## src/rtl/instr_loader_if.sv

```systemverilog
// instr_loader_if: groups the loader's byte-stream input and instruction-memory write port.
// Signals: byte_valid/byte_data/byte_ready (valid/ready byte stream, LSB of each word first),
//          imem_we/imem_addr/imem_wdata (one-cycle write strobe with word address and data).
// master = loader view (consumes bytes, drives memory writes); slave = the opposite side.
interface instr_loader_if #(
  parameter int ADDR_W = 8
);
  logic              byte_valid;
  logic [7:0]        byte_data;
  logic              byte_ready;
  logic              imem_we;
  logic [ADDR_W-1:0] imem_addr;
  logic [31:0]       imem_wdata;

  modport master (
    input  byte_valid, byte_data,
    output byte_ready, imem_we, imem_addr, imem_wdata
  );

  modport slave (
    output byte_valid, byte_data,
    input  byte_ready, imem_we, imem_addr, imem_wdata
  );
endinterface

```

## src/rtl/instr_loader.sv

```systemverilog
// instr_loader: packs a little-endian byte stream into 32-bit words and writes them to
// consecutive instruction-memory addresses while holding the core in reset; counts words
// whose opcode the main decoder does not support (saturating).
// Ports: clk, rst_n (sync, active low), start/len_words (load request), bus (byte stream in,
//        imem write out), core_rst_n, busy, done, illegal_cnt.
// Latency: last byte of a word at N -> imem_we at N+1; for the last word, done/core_rst_n at N+2.
// Backpressure: byte_ready is high only while receiving; stalls on byte_valid are unbounded.
module instr_loader #(
  parameter int ADDR_W = 8
) (
  input  logic              clk,
  input  logic              rst_n,
  input  logic              start,
  input  logic [ADDR_W:0]   len_words,
  instr_loader_if.master    bus,
  output logic              core_rst_n,
  output logic              busy,
  output logic              done,
  output logic [ADDR_W:0]   illegal_cnt
);

  typedef enum logic [1:0] {IDLE, RECV, WRITE, DONE} state_t;

  // Memory capacity in words; longer requests are clamped so the address never wraps.
  localparam logic [ADDR_W:0] CAP = {1'b1, {ADDR_W{1'b0}}};

  state_t            state, state_nxt;
  logic [ADDR_W:0]   len_q;
  logic [ADDR_W:0]   len_clamped;
  logic [ADDR_W-1:0] word_idx;
  logic [1:0]        byte_idx;
  logic [31:0]       wdata_q;
  logic [ADDR_W-1:0] addr_q;
  logic [ADDR_W:0]   cnt_q;
  logic              start_ok;
  logic              xfer;
  logic              last_word;
  logic              ready_c;
  logic              we_c;

  function automatic logic opcode_ok(input logic [6:0] op);
    case (op)
      7'b0000011, 7'b0100011, 7'b0110011,
      7'b1100011, 7'b0010011, 7'b1101111: opcode_ok = 1'b1;
      default:                            opcode_ok = 1'b0;
    endcase
  endfunction

  assign len_clamped = (len_words > CAP) ? CAP : len_words;
  assign start_ok    = start && ((state == IDLE) || (state == DONE));
  assign xfer        = bus.byte_valid && ready_c;
  // len_q is never 0 outside IDLE/DONE, so len_q-1 does not underflow when this is used.
  assign last_word   = ({1'b0, word_idx} == (len_q - 1'b1));

  // State register
  always_ff @(posedge clk) begin
    if (!rst_n) state <= IDLE;
    else        state <= state_nxt;
  end

  // Next-state logic
  always_comb begin
    state_nxt = state;
    case (state)
      IDLE, DONE: if (start) state_nxt = (len_clamped == '0) ? DONE : RECV;
      RECV:       if (xfer && (byte_idx == 2'd3)) state_nxt = WRITE;
      WRITE:      state_nxt = last_word ? DONE : RECV;
      default:    state_nxt = IDLE;
    endcase
  end

  // Outputs decoded from state
  always_comb begin
    ready_c    = 1'b0;
    we_c       = 1'b0;
    busy       = 1'b0;
    done       = 1'b0;
    core_rst_n = 1'b0;
    case (state)
      RECV:  begin ready_c = 1'b1; busy = 1'b1; end
      WRITE: begin we_c = 1'b1; busy = 1'b1; end
      DONE:  begin done = 1'b1; core_rst_n = 1'b1; end
      default: ;
    endcase
  end

  // Datapath: length latch, word/byte indices, word assembly, write address, opcode screen.
  always_ff @(posedge clk) begin
    if (!rst_n) begin
      len_q    <= '0;
      word_idx <= '0;
      byte_idx <= '0;
      wdata_q  <= '0;
      addr_q   <= '0;
      cnt_q    <= '0;
    end else begin
      if (start_ok) begin
        len_q    <= len_clamped;
        word_idx <= '0;
        byte_idx <= '0;
        cnt_q    <= '0;
      end
      if ((state == RECV) && xfer) begin
        wdata_q[{byte_idx, 3'b000} +: 8] <= bus.byte_data;
        byte_idx <= byte_idx + 2'd1;  // wraps to 0 after the fourth byte
        // Address is captured with the final byte so it is stable during the write cycle
        // and then holds until the next word is written.
        if (byte_idx == 2'd3) addr_q <= word_idx;
      end
      if (state == WRITE) begin
        if (!opcode_ok(wdata_q[6:0]) && (cnt_q != '1)) cnt_q <= cnt_q + 1'b1;
        if (!last_word) begin
          word_idx <= word_idx + 1'b1;
          byte_idx <= '0;
        end
      end
    end
  end

  assign bus.byte_ready = ready_c;
  assign bus.imem_we    = we_c;
  assign bus.imem_addr  = addr_q;
  assign bus.imem_wdata = wdata_q;
  assign illegal_cnt    = cnt_q;

endmodule

```

## src/flat_wrapper.sv

```systemverilog
// flat-port wrapper written by rule: the top's interface ports become plain ports
module instr_loader_flat 
#(
  parameter int ADDR_W = 8
)
  (clk, rst_n, start, len_words, core_rst_n, busy, done, illegal_cnt, bus_byte_valid, bus_byte_data, bus_byte_ready, bus_imem_we, bus_imem_addr, bus_imem_wdata);
  instr_loader_if #(.ADDR_W(ADDR_W)) bus_i ();
  input  logic clk;
  input  logic rst_n;
  input  logic start;
  input  logic [ADDR_W:0] len_words;
  output logic core_rst_n;
  output logic busy;
  output logic done;
  output logic [ADDR_W:0] illegal_cnt;
  input wire logic [$bits(bus_i.byte_valid)-1:0] bus_byte_valid;
  input wire logic [$bits(bus_i.byte_data)-1:0] bus_byte_data;
  output wire logic [$bits(bus_i.byte_ready)-1:0] bus_byte_ready;
  output wire logic [$bits(bus_i.imem_we)-1:0] bus_imem_we;
  output wire logic [$bits(bus_i.imem_addr)-1:0] bus_imem_addr;
  output wire logic [$bits(bus_i.imem_wdata)-1:0] bus_imem_wdata;
  assign bus_i.byte_valid = bus_byte_valid;
  assign bus_i.byte_data = bus_byte_data;
  assign bus_byte_ready = bus_i.byte_ready;
  assign bus_imem_we = bus_i.imem_we;
  assign bus_imem_addr = bus_i.imem_addr;
  assign bus_imem_wdata = bus_i.imem_wdata;
  instr_loader #(.ADDR_W(ADDR_W)) u_core (.clk(clk), .rst_n(rst_n), .start(start), .len_words(len_words), .bus(bus_i), .core_rst_n(core_rst_n), .busy(busy), .done(done), .illegal_cnt(illegal_cnt));
endmodule
```

## config.mk

```make
export PLATFORM = sky130hd
export DESIGN_NAME = instr_loader_flat
export DESIGN_NICKNAME = d
export VERILOG_FILES = /design/src/rtl/instr_loader_if.sv /design/src/rtl/instr_loader.sv /design/src/flat_wrapper.sv
export SDC_FILE = /design/constraint.sdc
export NUM_CORES = 1
export LEC_CHECK = 0
export ABC_CLOCK_PERIOD_IN_PS = 2300
export BUFFER_PORTS_ARGS = -buffer_cell sky130_fd_sc_hd__buf_2
export CAP_MARGIN = 10
export CORE_ASPECT_RATIO = 0.8
export CORE_MARGIN = 8
export CORE_UTILIZATION = 40
export CTS_CLUSTER_DIAMETER = 80
export CTS_CLUSTER_SIZE = 40
export DETAILED_ROUTE_END_ITERATION = 7
export GPL_ROUTABILITY_DRIVEN = 0
export PLACE_DENSITY_LB_ADDON = 0.3
export SLEW_MARGIN = 20
export SYNTH_ARGS = -nofsm -noshare
export SYNTH_HDL_FRONTEND = slang
export SYNTH_SLANG_ARGS = --single-unit
```

## constraint.sdc

```tcl
create_clock -name clk -period 2.3 [get_ports clk]
set_clock_uncertainty 0.15 [all_clocks]
set_input_delay 0.345 -clock clk [delete_from_list [all_inputs] [get_ports clk]]
set_output_delay 0.345 -clock clk [all_outputs]
set_load 0.005 [all_outputs]
```

==> flow_summary.ini, run 1 <==
[setup_path]
r2r_cells = 6
cp_slowest_stage_delay_ps = 560
cp_cell_sequence = or4_4 -> or3_4 -> a22oi_2 -> o211a_4 -> o21ai_4 -> o221ai_1
crit_path_end_kind = flop
critical_path_arrival_ps = 2420
reg2reg_from = u_core.len_q[4]
rrSetupSlack_ps = 5
critPathLaunchType = flop
cp_max_fo = 5
path_delay_family = simple AND/OR/NAND/NOR gates
path_class = reg -> reg
worst-endpoint-required_ps = 2420
r2r_end = u_core.word_idx[4]
crit_buf_inv = 0
crit_slowest_cell = or4_4

[timing]
setup_viol = 0
tightest_slew_ps = 495
slew_headroom_pct = 66.6
fmax_mhz = 436
hold_viol = 0
rsz0062_at_grt = true
period_share_pct = 99.8
fin_ws_ps = 5.47
hold-worst-slack_ps = 160
period_needed_ps = 2290
final-max-slew-violation-count = 0
tns_ps = 0

[final_layout]
mostFrequentLayoutCell = buf_2
drive_gt1_share_pct = 34.2
area.growth.synth_to_final_pct = 29.4
layout.area.seq_sq_mm = 0.00141
diodes = 0
multiInputGateArea_sq_mm = 0.00203
final_cell_mix = buf_2, dfxtp_1, nor2b_1, nand2_1, a22oi_1
nFillCells = 805
nNetsFinal = 509

[floorplan]
dieArea_sq_mm = 0.0118
initial_core_util_pct = 40.8
row_count = 30
io_pins = 75
die_w_microns = 120
fp.dieH_microns = 98.9
core_sq_mm = 0.00841

[routing]
wirelength_microns = 9320
via_per_inst = 5.37
ant_nets = 0
wl_per_cell_microns = 15.7
vias = 3179
drc = 0
drt_iter0_drc = 161
firstDrtPassIters = 4

[clocking]
clk_transition_reported_paths_ps = 90
cts_hold_buf = 0
cts_root_buf = clkbuf_8
cts_buffer_depth = 2
clk_latency_ps = 360
htreeDepth = 3
cts_buffers = 9
cts_tree = built
cts.sinks = 70

[logic_synthesis]
synthTopCellsByArea = dfxtp_1, nor2b_1, a22oi_1
ys_ff_latch = 70
synth.largest_area_cell = dfxtp_1
syn_avg_cell_area_sq_um = 9.06
synthCells = 379
synth_top_area_share_pct = 40.8
synthArstFlopShare_pct = 0
yosys_warnings = 0
synth_cell_types = 54
synth_ff_type = dfxtp_1
synth_edf_count = 0
synthesis.area_sq_mm = 0.00343
seq_area_frac_synth_pct = 40.8
syn-num-nets = 413

[hold_path]
hold_end = u_core.bus.imem_wdata[17]
min_path_cells = 3
hold_path_class = in -> reg
hold_start = bus_byte_data[1]

[grt]
grt_pass1_wl_microns = 15200
grt_overflow = 0
grt_max_degree = 31
gr-usage-all-layers_pct = 15.4
antenna_found_initial = 0
grt_pass1_vias = 3186

[power_and_ir_drop]
power_mw = 3.41
ir_drop_mv = 0.321
power_density_mw_per_mm2 = 768
p_leak_nw = 1.78

[placed_design]
io_buffers = 74
place_ws_ps = -124
dpl.hpwl_microns = 6740

[job]
max_cap_violations = 0

[run_status]
outcome = complete, no violations
## layout make-up
type	instances	share of cell area (%)
Multi-Input combinational cell	276	45.7
Sequential cell	70	31.8
Timing Repair Buffer	103	13.4
Tap cell	112	3.16
Clock buffer	9	2.79
Clock inverter	7	1.80
Inverter	15	1.27
## per-stage QoR
stage	instance area [sq um]	util, %	instances
final	4440	52.8	592
after global routing	4440	52.8	592
after CTS	4320	51.4	593
after detailed placement	4070	48.5	576
after global placement	4070	48.5	576
after floorplan	3450	-	379
## logic make-up after synthesis
logic type                 Yosys count  synth area share [%]
and+or+nand+nor                    157                  26.4
DFF                                 70                  40.8
buffers and inverters               33                  4.41
muxes                                2                 0.583
adders and majority gates           13                  4.74
AOI/OAI and AO/OA                   96                  21.0
xor gates and xnor gates             8                  2.04
## Yosys cell counts, drive strengths merged, types with 2 or more instances
cell / count
or3: 7
nor3: 4
xor2: 2
nor4: 2
o211a: 2
a21boi: 18
inv: 15
nor4b: 3
mux2i: 2
o211ai: 3
o21ai: 13
or4: 4
nand4: 4
o221ai: 5
nand2: 36
clkbuf: 12
and3: 8
nand3: 13
a22oi: 33
buf: 6
ha: 13
xnor2: 6
a21oi: 13
nand3b: 5
nand2b: 3
a211oi: 2
nor3b: 8
and2: 3
nor2: 13
nor2b: 42
dfxtp: 70
## where the power goes
group	internal, mW	switching [mW]	total [mW]
Clock	0.514	0.528	1.04
Combinational	0.440	0.559	0.999
Sequential	1.29	0.0839	1.37
## worst max-delay path by stage
stage          depth (start not counted)             startpoint               endpoint  slack, ps
2_1_floorplan                          9  u_core.illegal_cnt[1]  u_core.illegal_cnt[7]          3
3_3_place_gp                           9  u_core.illegal_cnt[1]  u_core.illegal_cnt[6]         -3
3_5_place_dp                           9        u_core.len_q[0]     u_core.word_idx[7]       -120
4_1_cts                                6        u_core.len_q[3]     u_core.word_idx[5]        -20
5_1_grt                               10  u_core.illegal_cnt[0]  u_core.illegal_cnt[2]       -110
6_report                               6        u_core.len_q[4]     u_core.word_idx[4]          5
## layer usage
layer  wire length, microns  GRT usage, %  vias up
li1                       -             -     1557
met4                    182          5.75        0
met3                    603          4.97       21
met2                   4340          25.1       88
met1                   4200          18.6     1513
met5                      0             0        -
## state kept, by name (all words and copies together) (netlist names)
signal / flops
u_core.bus.imem_wdata: 32
u_core.len_q: 9
u_core.state: 2
u_core.word_idx: 8
u_core.byte_idx: 2
u_core.illegal_cnt: 9
u_core.bus.imem_addr: 8
## timing repair
item                                    CTS  global route
hold endpoints to repair                  0             0
resized for setup                        14            37
setup buffers                             1             0
pin swaps                                 5            14
endpoints found under the setup margin   16            19
## worst register-to-register path: cells and delay by family (launching register included)
family | cells | cell delay [ps]
simple gates | 2 | 940
flops | 1 | 330
compound gates | 4 | 810
Power figures use the tool's default switching activity.
==> inputs of run 2 (changes only) <==
--- a/config.mk
+++ b/config.mk
@@ -10,7 +10,7 @@
 export CAP_MARGIN = 10
 export CORE_ASPECT_RATIO = 0.8
 export CORE_MARGIN = 8
-export CORE_UTILIZATION = 40
+export CORE_UTILIZATION = 49
 export CTS_CLUSTER_DIAMETER = 80
 export CTS_CLUSTER_SIZE = 40
 export DETAILED_ROUTE_END_ITERATION = 7
==> flow_summary.ini, run 2 (synthesis gave the netlist of run 1 again) <==
[run_status]
outcome = finished with violations
violations = setup timing

[setup_path]
critPathLaunchType = flop
crit_path_end_kind = flop
critical_path_arrival_ps = 2460
path_class = reg -> reg
rrSetupSlack_ps = -30
worst-endpoint-required_ps = 2420
cp_max_fo = 5

[power_and_ir_drop]
ir_drop_mv = 0.703
p_sw_mw = 1.13
p_leak_nw = 1.83
seqPwrFrac_pct = 37.0
comb_power_share_pct = 27.1
power_switching_share_pct = 30.5
power_mw = 3.71
p_clk_share_pct = 35.9
power_density_mw_per_mm2 = 826
internal-power_mw = 2.58

[hold_path]
hold_path_class = in -> reg

[timing]
period_needed_ps = 2330
slew_headroom_pct = 67.7
fin_ws_ps = -33.8
hold_viol = 0
setup_viol = 8
period_share_pct = 101
final-max-slew-violation-count = 0
rsz0062_at_grt = true
tightest_slew_ps = 480
fmax_mhz = 428

[routing]
drt_iter0_drc = 166
wirelength_microns = 9160
via_per_inst = 5.60
ant_nets = 0
wl_per_cell_microns = 16.1
vias = 3180
firstDrtPassIters = 5
drc = 0

[floorplan]
io_pins = 75
die_w_microns = 110
fp.dieH_microns = 90.9
core_sq_mm = 0.00682
initial_core_util_pct = 50.3
row_count = 27
dieArea_sq_mm = 0.00995

[placed_design]
place_area_sq_mm = 0.00406
place_ws_ps = -75.8
io_buffers = 74
dpl.hpwl_microns = 6650

[final_layout]
largest_register_ffs = 32
stdcell_area_sq_mm = 0.00449
nNetsFinal = 510
final_cell_mix = buf_2, dfxtp_1, nor2b_1, nand2_1, a22oi_1
mostFrequentLayoutCell = buf_2
drive_gt1_share_pct = 34.1
area.growth.synth_to_final_pct = 30.9
diodes = 0

[clocking]
cts_root_buf = clkbuf_8
cts_tree = built
cts_buffer_depth = 2
cts.sinks = 70
clk_transition_reported_paths_ps = 80
htreeDepth = 3
cts_buffers = 9
clk_latency_ps = 350

[grt]
grt_pass1_vias = 3089
grt_pass1_wl_microns = 15000
grt_overflow = 0
gr-usage-all-layers_pct = 18.6
grt_max_degree = 34
antenna_found_initial = 0

[job]
max_cap_violations = 0
==> run 2: timing repair <==
action | in CTS | in global routing
gates resized for setup | 10 | 40
hold buffers | 0 | 0
endpoints found under the setup margin | 16 | 20
pin swaps | 4 | 17
buffers inserted | 1 | 0
==> run 2: final cells by class <==
| cell class | instances | area [sq um] |
|---|---|---|
| fill | 557 | 2330 |
| multi-input combinational | 276 | 2030 |
| sequential | 70 | 1410 |
| timing repair buffer | 104 | 616 |
| clock buffer | 10 | 138 |
| clock inverter | 6 | 133 |
| tap | 87 | 109 |
| inverter | 15 | 56.3 |
==> run 2: through the flow <==
| step | cells | setup TNS, ps | utilization, % | hold WS, ps |
|---|---|---|---|---|
| 2_1_floorplan | 379 | 0 | - | 310 |
| 3_3_place_gp | 552 | 0 | 59.5 | 299 |
| 3_5_place_dp | 552 | -620 | 59.5 | 304 |
| 4_1_cts | 569 | -12.4 | 64.0 | 141 |
| 5_1_grt | 568 | -1110 | 65.8 | 168 |
| 6_report | 568 | -133 | 65.8 | 150 |
==> run 2: path summary, 6_finish.rpt <==
path,cells past startpoint,start,endpoint
max,6,u_core.len_q[3],u_core.word_idx[5]
min,3,start,u_core.len_q[8]
max reg2reg,6,u_core.len_q[3],u_core.word_idx[5]
min reg2reg,2,u_core.bus.imem_addr[1],u_core.bus.imem_addr[1]
==> run 2: power by group through the flow <==
stage,sequential (mW),clock [mW],combinational [mW]
global placement,1.39,0,0.879
floorplan,1.38,0,0.601
global route,1.39,1.41,1.11
finish,1.37,1.33,1.01
CTS,1.36,1.35,0.942
detailed placement,1.39,0,0.904
==> run 2: critical path, cell delays in order (launching register included) <==
cell and delay, ps:
dfxtp_2 340, or4_4 570, or3_4 380, a22oi_2 260, o211a_4 260, o21ai_4 100, o221ai_1 180
==> run 2: layer usage <==
layer  up-vias  share of wire [%]  track usage, %
li1       1555                  -               -
met1      1507                 46            24.5
met2       102                 43            26.9
met3        16                8.9            6.63
met4         0                1.7            7.18
met5         -                  0               0
==> inputs of run 3 (changes only) <==
--- a/config.mk
+++ b/config.mk
@@ -5,6 +5,7 @@
 export SDC_FILE = /design/constraint.sdc
 export NUM_CORES = 1
 export LEC_CHECK = 0
+export ABC_AREA = 1
 export ABC_CLOCK_PERIOD_IN_PS = 2300
 export BUFFER_PORTS_ARGS = -buffer_cell sky130_fd_sc_hd__buf_2
 export CAP_MARGIN = 10
==> flow_summary.ini, run 3 <==
[floorplan]
fp.dieH_microns = 92.1
die_w_microns = 111
row_count = 27
io_pins = 75
initial_core_util_pct = 51.0
core_sq_mm = 0.00696
dieArea_sq_mm = 0.0102

[grt]
antenna_found_initial = 0
grt_pass1_vias = 3363
gr-usage-all-layers_pct = 18.4
grt_pass1_wl_microns = 15900
grt_max_degree = 32
grt_overflow = 0

[timing]
tns_ps = 0
period_needed_ps = 2120
fmax_mhz = 471
period_share_pct = 92.2
slew_headroom_pct = 52.1
hold_viol = 0
setup_viol = 0
final-max-slew-violation-count = 0
hold-worst-slack_ps = 112
tightest_slew_ps = 719

[logic_synthesis]
synth.area.mux_share_pct = 0
seq_area_frac_synth_pct = 39.5
synthTopCellsByArea = dfxtp_1, nand2_1, a21oi_1
ys_ff_latch = 70
synth_adder_area_share_pct = 4.59
yosys_warnings = 0
synth-simple-area-share_pct = 33.3
synth_top_family_by_area = simple AND/OR/NAND/NOR gates
synthesis.area_sq_mm = 0.00355
synthArstFlopShare_pct = 0
synth_cell_types = 31
synthCells = 516
syn_avg_cell_area_sq_um = 6.87
synth-xor-area-share_pct = 2.22
synth.largest_area_cell = dfxtp_1
synth_top_area_share_pct = 39.5
yosysMostFrequentCell = nand2_1
synth_ff_type = dfxtp_1
synth_edf_count = 0
synth_top_cells_by_count = nand2_1, dfxtp_1, a21oi_1
synth_compound_area_share_pct = 13.9
syn-num-nets = 550

[power_and_ir_drop]
power_density_mw_per_mm2 = 885
comb_power_share_pct = 31.8
power_switching_share_pct = 37.5
p_sw_mw = 1.42
power_mw = 3.78
ir_drop_mv = 0.755
p_leak_nw = 1.85
p_clk_share_pct = 29.6
internal-power_mw = 2.36
seqPwrFrac_pct = 38.6

[clocking]
cts_root_buf = clkbuf_8
cts_buffers = 9
cts_buffer_depth = 2
clk_latency_ps = 360
cts_hold_buf = 0
cts_resized = 0
cts.sinks = 70
htreeDepth = 3
cts_tree = built
clk_transition_reported_paths_ps = 80
cts_setup_buffers = 0

[setup_path]
cp_max_fo = 9
path_delay_family = simple AND/OR/NAND/NOR gates
crit_buf_inv = 2
crit_path_end_kind = flop
critPathLaunchType = flop
critical_path_arrival_ps = 2230
r2r_end = u_core.word_idx[7]
reg2reg_from = u_core.len_q[0]
cp_cell_sequence = inv_2 -> ha_2 -> nand2_1 -> inv_1 -> nor2_1 -> nand4_1 -> nor2_1 -> nand2_1 -> nor2_2 -> nand2_4 -> nand2_8 -> nand2_1 -> nand2_1 -> nor2_1
cp_common_cell = nand2_1
crit_end = u_core.word_idx[7]
worstSetupPathDepth = 14
crit_path_start = u_core.len_q[0]
path_class = reg -> reg
cp_slowest_stage_delay_ps = 340
worst-endpoint-required_ps = 2410
r2r_cells = 14
rrSetupSlack_ps = 180
crit_slowest_cell = dfxtp_2

[routing]
drc = 0
firstDrtPassIters = 6
wirelength_microns = 9460
drt_iter0_drc = 229
ant_nets = 0
via_per_inst = 5.25
wl_per_cell_microns = 13.8
vias = 3587

[final_layout]
largest_register_ffs = 32
mostFrequentLayoutCell = nand2_1
nFillCells = 642
nNetsFinal = 625
diodes = 0
final_cell_mix = nand2_1, buf_2, dfxtp_1, a21oi_1, nor2_1
drive_gt1_share_pct = 21.3
area.growth.synth_to_final_pct = 20.4
stdcell_area_sq_mm = 0.00427

[hold_path]
hold_start = len_words[4]
hold_path_class = in -> reg

[placed_design]
io_buffers = 74
dpl.hpwl_microns = 7060
place_area_sq_mm = 0.00402

[job]
max_cap_violations = 0

[run_status]
outcome = complete, no violations
run 3: cell types whose count changed after synthesis, moves of 8 or more:
cell,change
nand2_1,+103
a21oi_1,+50
nor2_1,+47
nor2b_1,-42
a22oi_1,-32
nand3_1,+28
inv_1,+21
a21boi_0,-18
and3_1,-8
nor3b_1,-8
o21ai_0,+8
run 3: power groups by stage:
stage	registers, mW	logic [mW]	clock network (mW)
final	1.46	1.20	1.12
after global routing	1.48	1.36	1.19
after CTS	1.45	1.17	1.13
after detailed placement	1.48	1.16	0
after global placement	1.47	1.14	0
after floorplan	1.45	0.868	0
run 3: cell type report:
| cell class | count | area (sq um) | area share (%) |
|---|---|---|---|
| repair inverters | 1 | 7.51 | 0.176 |
| inverters | 41 | 158 | 3.69 |
| clock buffers | 9 | 124 | 2.90 |
| multi-input cells | 387 | 1930 | 45.2 |
| repair buffers | 81 | 435 | 10.2 |
| flip-flops and latches | 70 | 1410 | 33.0 |
| well taps | 87 | 109 | 2.55 |
| clock inverters | 7 | 97.6 | 2.29 |
run 3: tightest hold or removal path: cells and delay by family:
family / cells / cell delay (ps)
buffers and inverters: 1 / 100
AOI/OAI and AO/OA: 1 / 60
and+or+nand+nor: 1 / 70
run 3: cells by family (layout without fill, tap and decap cells):
family | after synthesis | after routing
compound gates | 93 | 93
xor+xnor | 9 | 9
fa+ha+maj | 13 | 13
buf+inv | 59 | 139
flops | 70 | 70
simple gates | 272 | 272
run 3: worst min-delay path by stage:
stage | cells after the start | to
CTS | 3 | u_core.len_q[5]
finish | 3 | u_core.len_q[4]
floorplan | 2 | u_core.bus.imem_addr[0]
global placement | 2 | u_core.bus.imem_addr[4]
global route | 3 | u_core.len_q[5]
detailed placement | 2 | u_core.bus.imem_wdata[8]
run 3: metrics by stage:
step           utilization, %  cells  setup slack (ps)
3_5_place_dp             57.7    666              29.6
2_1_floorplan               -    516               181
3_3_place_gp             57.7    666               133
4_1_cts                  60.9    682              20.3
6_report                 61.3    683               179
5_1_grt                  61.3    683             -7.39
run 3: metal layers:
| layer | wire length, microns | track usage [%] |
|---|---|---|
| met1 | 4600 | 24.4 |
| met2 | 4030 | 26.8 |
| met3 | 643 | 6.58 |
| met4 | 181 | 6.76 |
| met5 | 0 | 0 |
